$ cat config.mk
export PLATFORM = sky130hd
export DESIGN_NAME = sched_flow_queue
export DESIGN_NICKNAME = d
export VERILOG_FILES = /design/src/rtl/sched_flow_queue_pkg.sv /design/src/rtl/tcp_pkg.sv /design/src/rtl/sched_flow_queue_dedup_filter.sv /design/src/rtl/sched_flow_queue.sv
export SDC_FILE = /design/constraint.sdc
export NUM_CORES = 1
export LEC_CHECK = 0
export BUFFER_PORTS_ARGS = -buffer_cell sky130_fd_sc_hd__buf_4
export CORE_UTILIZATION = 67
export CTS_CLUSTER_SIZE = 12
export DETAILED_ROUTE_END_ITERATION = 8
export GPL_ROUTABILITY_DRIVEN = 1
export GPL_TIMING_DRIVEN = 1
export PLACE_DENSITY = 0.83
export SLEW_MARGIN = 40
export SYNTH_ARGS = -nofsm -noshare
export SYNTH_HDL_FRONTEND = slang
export SYNTH_SLANG_ARGS = --single-unit
$ cat constraint.sdc
create_clock -name clk -period 10.2 [get_ports clk]
set_input_delay 1.53 -clock clk [delete_from_list [all_inputs] [get_ports clk]]
set_output_delay 1.53 -clock clk [all_outputs]
set_load 0.01 [all_outputs]
$ cat src/rtl/sched_flow_queue_pkg.sv
// sched_flow_queue_pkg: write-port indexing width for the flow queue
package sched_flow_queue_pkg;
    localparam int PORT_IDX_W = 2;
endpackage

$ cat src/rtl/tcp_pkg.sv
// tcp_pkg: flow-ID sizing shared across the scheduler
package tcp_pkg;
    localparam int FLOWID_W     = 4;
    localparam int MAX_FLOW_CNT = 1 << FLOWID_W;
endpackage

$ cat src/rtl/sched_flow_queue_dedup_filter.sv
// sched_dedup_filter: resident-flow bitmap, same-cycle duplicate resolution and drop counter
module sched_dedup_filter
    import tcp_pkg::*;
    import sched_flow_queue_pkg::*;
#(
    parameter int NUM_WR_PORTS = 2,
    parameter int DEDUP_EN     = 1
) (
    input  logic                             clk,
    input  logic                             rst_n,
    input  logic [NUM_WR_PORTS-1:0]          wr_valid,
    input  logic [NUM_WR_PORTS*FLOWID_W-1:0] wr_flowid,
    input  logic                             rd_fire,
    input  logic [FLOWID_W-1:0]              rd_flowid,
    output logic [NUM_WR_PORTS-1:0]          accept,
    output logic [15:0]                      dup_drop_cnt
);
    if (DEDUP_EN != 0) begin : g_dedup
        logic [MAX_FLOW_CNT-1:0] resident;
        logic [MAX_FLOW_CNT-1:0] resident_nxt;
        logic [PORT_IDX_W:0]     n_dup;
        logic [16:0]             cnt_sum;
        // Read releases its flow first; each accepted write marks its flow so higher ports see it as resident
        always_comb begin
            resident_nxt = resident;
            if (rd_fire) resident_nxt[rd_flowid] = 1'b0;
            accept = '0;
            n_dup  = '0;
            for (int p = 0; p < NUM_WR_PORTS; p++) begin
                if (wr_valid[p]) begin
                    if (resident_nxt[wr_flowid[p*FLOWID_W +: FLOWID_W]]) begin
                        n_dup = n_dup + (PORT_IDX_W+1)'(1);
                    end else begin
                        accept[p] = 1'b1;
                        resident_nxt[wr_flowid[p*FLOWID_W +: FLOWID_W]] = 1'b1;
                    end
                end
            end
            cnt_sum = {1'b0, dup_drop_cnt} + 17'(n_dup);
        end
        // Bitmap and saturating duplicate counter
        always_ff @(posedge clk) begin
            if (!rst_n) begin
                resident     <= '0;
                dup_drop_cnt <= '0;
            end else begin
                resident     <= resident_nxt;
                dup_drop_cnt <= cnt_sum[16] ? 16'hFFFF : cnt_sum[15:0];
            end
        end
    end else begin : g_plain
        assign accept       = wr_valid;
        assign dup_drop_cnt = '0;
    end
endmodule

$ cat src/rtl/sched_flow_queue.sv
// sched_flow_queue: multi-port FWFT flow-ID queue with optional deduplication
module sched_flow_queue
    import tcp_pkg::*;
    import sched_flow_queue_pkg::*;
#(
    parameter int NUM_WR_PORTS = 2,
    parameter int DEPTH        = MAX_FLOW_CNT,
    parameter int DEDUP_EN     = 1
) (
    input  logic                             clk,
    input  logic                             rst_n,
    input  logic [NUM_WR_PORTS-1:0]          wr_req,
    input  logic [NUM_WR_PORTS*FLOWID_W-1:0] wr_flowid,
    output logic                             wr_full,
    input  logic                             rd_req,
    output logic [FLOWID_W-1:0]              rd_flowid,
    output logic                             rd_empty,
    output logic [$clog2(DEPTH):0]           occupancy,
    output logic [15:0]                      dup_drop_cnt
);
    localparam int AW = $clog2(DEPTH);
    localparam int CW = AW + 1;

    logic [FLOWID_W-1:0]     mem [DEPTH];
    logic [AW-1:0]           head;
    logic [AW-1:0]           tail;
    logic [AW-1:0]           wr_off [NUM_WR_PORTS];
    logic [CW-1:0]           n_acc;
    logic [NUM_WR_PORTS-1:0] accept;
    logic                    rd_fire;

    assign rd_empty  = occupancy == '0;
    assign wr_full   = occupancy > CW'(DEPTH - NUM_WR_PORTS);
    assign rd_fire   = rd_req && !rd_empty;
    assign rd_flowid = rd_empty ? '0 : mem[head];

    sched_dedup_filter #(
        .NUM_WR_PORTS (NUM_WR_PORTS),
        .DEDUP_EN     (DEDUP_EN)
    ) u_filter (
        .clk          (clk),
        .rst_n        (rst_n),
        .wr_valid     (wr_req & {NUM_WR_PORTS{~wr_full}}),
        .wr_flowid    (wr_flowid),
        .rd_fire      (rd_fire),
        .rd_flowid    (rd_flowid),
        .accept       (accept),
        .dup_drop_cnt (dup_drop_cnt)
    );

    // Accepted ports pack contiguously at the tail in ascending port order
    always_comb begin
        n_acc = '0;
        for (int p = 0; p < NUM_WR_PORTS; p++) begin
            wr_off[p] = n_acc[AW-1:0];
            n_acc     = n_acc + CW'(accept[p]);
        end
    end

    // Entry storage; contents beyond the occupied window are don't-care
    always_ff @(posedge clk) begin
        for (int p = 0; p < NUM_WR_PORTS; p++) begin
            if (accept[p]) mem[tail + wr_off[p]] <= wr_flowid[p*FLOWID_W +: FLOWID_W];
        end
    end

    // Pointers wrap naturally at DEPTH; occupancy tracks writes minus valid reads
    always_ff @(posedge clk) begin
        if (!rst_n) begin
            head      <= '0;
            tail      <= '0;
            occupancy <= '0;
        end else begin
            head      <= head + AW'(rd_fire);
            tail      <= tail + n_acc[AW-1:0];
            occupancy <= occupancy + n_acc - CW'(rd_fire);
        end
    end
endmodule

# Yosys cells after proc, flatten, opt, wreduce, memory -nomap -nowiden

Memory sizes are Yosys's and may differ from the RTL's. A register that Yosys moved wholly into a read port is not among the register bits.
Index checks and enable logic that the tools add are counted.

Flip-flop bits (word level): 45
Memories: 1
RAM bits: 64
Output and inout port bits: 27
Input port bits: 13

Memory list:

| memory | words | bits a word | read ports | clocked after memory_dff | wr ports | line                   | source |
|---|---|---|---|---|---|---|---|
| mem    | 16    | 4           | 1          | 1                        | 2        | sched_flow_queue.sv:24 | `logic [FLOWID_W-1:0] mem [DEPTH];` |

Muxes and demuxes: 30
Reduce and logical (&&, ||, !) cells: 6
Bitwise logic cells: 6
$add $sub $neg: 8
Magnitude comparators: 7

Operators with widths:

| cell                                                              | count |
|---|---|
| 2-to-1 mux 16 bit                                                 | 6 |
| bitwise OR 16 bit                                                 | 2 |
| adder 16 x 3 -> 17 bit                                            | 1 |
| bitwise AND 16 bit                                                | 1 |
| NOT 16 bit                                                        | 1 |
| less-than comparator 4 x 5 -> 1 bit, second input constant        | 3 |
| 2-to-1 mux 1 bit                                                  | 14 |
| demux 1 bit (select 4 bit)                                        | 3 |
| greater-or-equal comparator 4 x 1 -> 1 bit, second input constant | 3 |
| 2-to-1 mux 3 bit                                                  | 3 |
| adder 4 x 1 -> 4 bit                                              | 2 |
| binary-select mux 1 bit (select 4 bit)                            | 2 |
| 2-to-1 mux 4 bit                                                  | 2 |
| adder 5 x 2 -> 5 bit                                              | 1 |
| > comparator 5 x 4 -> 1 bit, second input constant                | 1 |
| zero test 5 bit                                                   | 1 |
| subtractor 5 x 1 -> 5 bit                                         | 1 |
| adder 4 x 2 -> 4 bit                                              | 1 |
| logical AND 1 bit                                                 | 4 |
| adder 3 x 1 -> 3 bit, second input constant                       | 1 |
| adder 1 x 1 -> 2 bit                                              | 1 |
| bitwise AND 2 bit                                                 | 1 |
| zero test 1 bit                                                   | 1 |
| NOT 1 bit                                                         | 1 |

# Logic depth before layout (Yosys ltp)

Depth in word-level cells: 20
Depth in mapped cells: 30
Gate-level depth less buffers: 26

# By module

Synthesis repeated with hierarchy kept, for this count alone.

Cell total of the unflattened synthesis: 588
Area, all modules: 6,507.5 µm²

Modules (own cells, without submodules):

| module             | instances | cells each | area each (µm²) | sequential area each (µm²) |
|---|---|---|---|---|
| sched_flow_queue   | 1         | 317        | 4,456.8         | 2,182.1 |
| sched_dedup_filter | 1         | 271        | 2,050.7         | 640.6 |

# Worst setup path before layout

No wires, ideal clock.

Path type: in2reg
From: in rd_req
To: reg occupancy[4]
Arrival time: 5.714 ns
Cell stages on the path: 26
Buffers on the path: 3
Required time: 10.072 ns
Slack: 4.359 ns
Setup time: 0.128 ns
Cell sequence: inv_1 a2111oi_0 and3b_1 o21ai_1 o21a_1 mux4_2 o21ai_1 a22oi_4 o31ai_2 buf_6 buf_6 buf_2 inv_1 ha_1 inv_1 ha_1 inv_1 ha_1 inv_1 fa_1 inv_1 a21oi_1 nor2_1 nor2_1 xor2_1 nor2_1

Cells in the longest elaborated chain, start to end: 13

RTL lines:

| what                                   | line                                | source |
|---|---|---|
| start: declaration                     | sched_flow_queue.sv:15              | `input logic rd_req,` |
| logical AND 1 bit (*)                  | sched_flow_queue.sv:34              | `assign rd_fire = rd_req && !rd_empty;` |
| 2-to-1 mux 16 bit                      | sched_flow_queue_dedup_filter.sv:26 | `if (rd_fire) resident_nxt[rd_flowid] = 1'b0;` |
| binary-select mux 1 bit (select 4 bit) | sched_flow_queue_dedup_filter.sv:31 | `if (resident_nxt[wr_flowid[p*FLOWID_W +: FLOWID_W]]) begin` |
| 2-to-1 mux 1 bit (not written as such) | sched_flow_queue_dedup_filter.sv:31 |  |
| 2-to-1 mux 16 bit                      | sched_flow_queue_dedup_filter.sv:31 |  |
| 2-to-1 mux 16 bit                      | sched_flow_queue_dedup_filter.sv:30 | `if (wr_valid[p]) begin` |
| binary-select mux 1 bit (select 4 bit) | sched_flow_queue_dedup_filter.sv:31 |  |
| 2-to-1 mux 1 bit (not written as such) | sched_flow_queue_dedup_filter.sv:31 |  |
| 2-to-1 mux 1 bit                       | sched_flow_queue_dedup_filter.sv:31 |  |
| 2-to-1 mux 1 bit                       | sched_flow_queue_dedup_filter.sv:30 |  |
| adder 1 x 1 -> 2 bit                   | sched_flow_queue.sv:56              | `n_acc = n_acc + CW'(accept[p]);` |
| adder 5 x 2 -> 5 bit                   | sched_flow_queue.sv:76              | `occupancy <= occupancy + n_acc - CW'(rd_fire);` |
| subtractor 5 x 1 -> 5 bit (*)          | sched_flow_queue.sv:76              |  |
| end signal: assignment                 | sched_flow_queue.sv:76              |  |
| end: declaration                       | sched_flow_queue.sv:18              | `output logic [$clog2(DEPTH):0] occupancy,` |

Mark *: on every way between the ends. The rest lies on a longest branch, timed or not. The select of a mux whose other input is x is not followed.
A chain may end at the register's enable or synchronous reset.

# Worst setup path after layout

From: in wr_flowid[7]
To: reg u_filter.dup_drop_cnt[4]

Cells in the longest elaborated chain, start to end: 6

RTL lines:

| what                                   | line                                | source |
|---|---|---|
| start: declaration                     | sched_flow_queue.sv:13              | `input logic [NUM_WR_PORTS*FLOWID_W-1:0] wr_flowid,` |
| binary-select mux 1 bit (select 4 bit) | sched_flow_queue_dedup_filter.sv:31 |  |
| 2-to-1 mux 1 bit (not written as such) | sched_flow_queue_dedup_filter.sv:31 |  |
| 2-to-1 mux 3 bit                       | sched_flow_queue_dedup_filter.sv:31 |  |
| 2-to-1 mux 3 bit                       | sched_flow_queue_dedup_filter.sv:30 |  |
| adder 16 x 3 -> 17 bit                 | sched_flow_queue_dedup_filter.sv:39 | `cnt_sum = {1'b0, dup_drop_cnt} + 17'(n_dup);` |
| 2-to-1 mux 16 bit                      | sched_flow_queue_dedup_filter.sv:48 | `dup_drop_cnt <= cnt_sum[16] ? 16'hFFFF : cnt_sum[15:0];` |
| end signal: assignment                 | sched_flow_queue_dedup_filter.sv:48 |  |
| end: declaration                       | sched_flow_queue_dedup_filter.sv:16 | `output logic [15:0] dup_drop_cnt` |

No other way between the ends. The select of a mux whose other input is x is not followed.

==> flow_summary.toml <==
[sta]
rsz0062_at_grt = "false"
setup-tns-final_ps = 0
finalMaxSlewViolations = 0
hold_slack_ps = 573.0
timing.fmax_mhz = 153.8
hold_violations = 0
clock_skew_ps = 15.62
slew_headroom_pct = 46.03
setup_viol = 0
min_period_over_period_pct = 63.74
worst_slack_ps = 3699
post-route-min-period_ps = 6501
worst_pin_slew_ps = 799.1

[synthesis]
synthArstFlopShare_pct = 0
synth.most_common_cell = "edfxtp_1"
synth_area_leaders = "edfxtp_1 28%, dfxtp_1 13%, mux2_1 5.2%"
yosysWarningCount = 0
synth_fp_nets = 681
ys_types = 75
synthTopCellsByCount = "64 x edfxtp_1, 45 x dfxtp_1, 41 x nand2_1"
ys_seq_area_share_pct = 40.69
yosysTopAreaCell = "edfxtp_1"
post_synth.cell_area_avg_um2 = 10.74
synth-edff-count = 64
synth_seq_cells = 109
syn_area_um2 = 6938
synthFlopType = "edfxtp_1"
syn_inst = 646
synth_top_area_share_pct = 27.70

[cts]
cts_tree = "done"
post_cts_buffers = 0
h-tree-depth = 3
clock-root-buffer = "clkbuf_8"
cts_max_path_buffers = 2
cts_resized = 0
cts_buffers = 9
insertion_delay_ps = 400
cts_sinks = 109
ctsHoldBuffers = 0
clkTransAtPathRegs_ps = 110

[route]
vias_per_cell = 6.822
drt_first_iter_violations = 457
met3_length_mm = 1.756
wl_met2_mm = 8.326
ant_nets = 0
m1WireLength_mm = 7.096
drc_errors = 0
first_pass_iters = 5
routed_wl_mm = 17.84
vias = 5335
routedWlPerCell_um = 22.81
top_layer = "met4"

[worst_setup_path]
crit_end = "u_filter.dup_drop_cnt[4]"
cp.required_ps = 10510
crit_path_end_kind = "flip-flop"
worstPathMaxFanout = 20
critical_path.max_stage_delay_ps = 670
worstReg2RegEnd = "u_filter.dup_drop_cnt[4]"
path_cells = "buf_4, clkinv_1, nor2_1, nand2_1, a21oi_1, nor4_2, a22oi_1, a41oi_1, or3_1, inv_1, ha_1, nand2_1, o31ai_1, ha_1, inv_1, fa_1, nor3_1, nand4_1, a21oi_1"
critPathKind = "input pin to flip-flop"
startpoint_type = "input pin"
arrival_ps = 6820
worstRegToRegCells = 20
critPathLaunch = "wr_flowid[7]"
r2r_start = "head[2]"
ff2ff_setup_slack_ps = 3990
slowest_stage = "clkinv_1"

[placed_design]
hpwl_mm = 12.11
portBuffers = 39
routabilityCongestion = 0.9167
pre_cts_slack_ps = 3682

[power_and_ir_drop]
leakage_nw = 2.611
p_per_area_nw_per_um2 = 189.2
peakVddDrop_v = 0.0001301
total_power_mw = 1.401

[die]
die_w_um = 103.8
die_area_um2 = 10770
std_cell_rows = 36
core_area_um2 = 9910
io_pins = 40
die-height_um = 103.8
start_util_pct = 70.01

[global_routing]
grt_pass1_wl_mm = 27.73
first_global_vias = 5227
grt_usage_pct = 33.69
grt_max_degree = 35
grt_antenna_before_repair = 0
overflow = 0

[layout]
final_util_pct = 74.75
nNetsFinal = 679
area_delta_synth_final_pct = 6.763
n_antenna_cell = 0
layout-drive-gt1-share_pct = 18.49

[job]
max-cap-violations = 0

[outcome]
outcome = "complete, no violations"

[hold_path]
hp-class = "flip-flop to flip-flop"
holdPathStages = 2
routing by layer:
metal | vias to the layer above | track usage (%)
met5 | - | 0
met4 | 0 | 17.65
met3 | 64 | 8.685
met2 | 312 | 51.87
met1 | 2557 | 43.95
li1 | 2402 | -
area by class of cell:
type | count | area (um^2)
fillers | 689 | 2502
inverters | 30 | 112.6
repair buffers | 41 | 307.8
clock inverters | 5 | 41.29
clock buffers | 11 | 162.7
well taps | 133 | 166.4
multi-input cells | 453 | 3792
flip-flops and latches | 109 | 2824
registers in the layout, indices dropped and copies added (netlist names):
register,count
mem,64
u_filter.dup_drop_cnt,16
tail,4
u_filter.g_dedup.resident,16
occupancy,5
head,4
where the power goes:
| group | switching, mW | internal [mW] |
|---|---|---|
| combinational | 0.351 | 0.213 |
| clock | 0.158 | 0.113 |
| sequential | 0.0532 | 0.514 |
| total | 0.562 | 0.839 |
worst max-delay path: cells and delay by family:
kind	cells	cell delay, ps
buf+inv	4	1040
simple gates	7	2230
compound gates	5	1120
fa+ha+maj	3	880
worst min path at each step:
stage	startpoint	to	slack, ps
global placement	u_filter.g_dedup.resident[13]	u_filter.g_dedup.resident[13]	550
global route	u_filter.dup_drop_cnt[12]	u_filter.dup_drop_cnt[12]	620
CTS	u_filter.g_dedup.resident[13]	u_filter.g_dedup.resident[13]	570
floorplan	u_filter.g_dedup.resident[13]	u_filter.g_dedup.resident[13]	530
detailed placement	u_filter.g_dedup.resident[13]	u_filter.g_dedup.resident[13]	560
finish	u_filter.g_dedup.resident[13]	u_filter.g_dedup.resident[13]	570
layout by cell type, fill, tap and decap left out, types with 3 or more instances in the layout:
cell / Yosys / final
o21ai_0: 25 / 25
and2_1: 8 / 8
or4_1: 7 / 7
o31ai_1: 10 / 10
nor3_1: 13 / 13
clkbuf_8: 0 / 10
xor2_1: 11 / 10
xnor2_1: 15 / 14
nand2_1: 41 / 40
o21ai_1: 7 / 7
buf_4: 2 / 41
o211ai_1: 4 / 4
nor2_1: 29 / 29
ha_1: 19 / 19
o22ai_1: 4 / 4
nor2b_1: 5 / 5
mux2_2: 18 / 18
fa_1: 3 / 3
a31oi_1: 3 / 3
dfxtp_1: 45 / 44
a21oi_1: 28 / 28
o21a_1: 9 / 9
mux2i_1: 33 / 33
o21bai_1: 8 / 8
nand4_1: 7 / 7
nor4_4: 8 / 8
inv_1: 28 / 27
o41ai_1: 7 / 4
o41ai_2: 0 / 3
nand2b_1: 10 / 10
mux2_4: 4 / 4
mux4_2: 12 / 12
nand3_1: 22 / 22
or3_1: 3 / 3
mux2_1: 32 / 32
o2111ai_1: 4 / 4
edfxtp_1: 64 / 64
through the flow:
stage	instance area [um^2]	instances
floorplan	6938	646
global placement	7162	766
detailed placement	7181	766
CTS	7385	782
global route	7407	782
finish	7407	782
cells by family after synthesis:
logic type               after synthesis  synth area share [%]
flip-flops                           109                 40.69
XOR/XNOR                              26                 3.282
buffers and inverters                 84                 5.356
AND/OR/NAND/NOR                      170                 14.77
adder cells (fa/ha/maj)               22                 4.292
multiplexers                         100                 18.02
AO/OA/AOI/OAI                        135                 13.60
(Power assumes the default switching activity.)
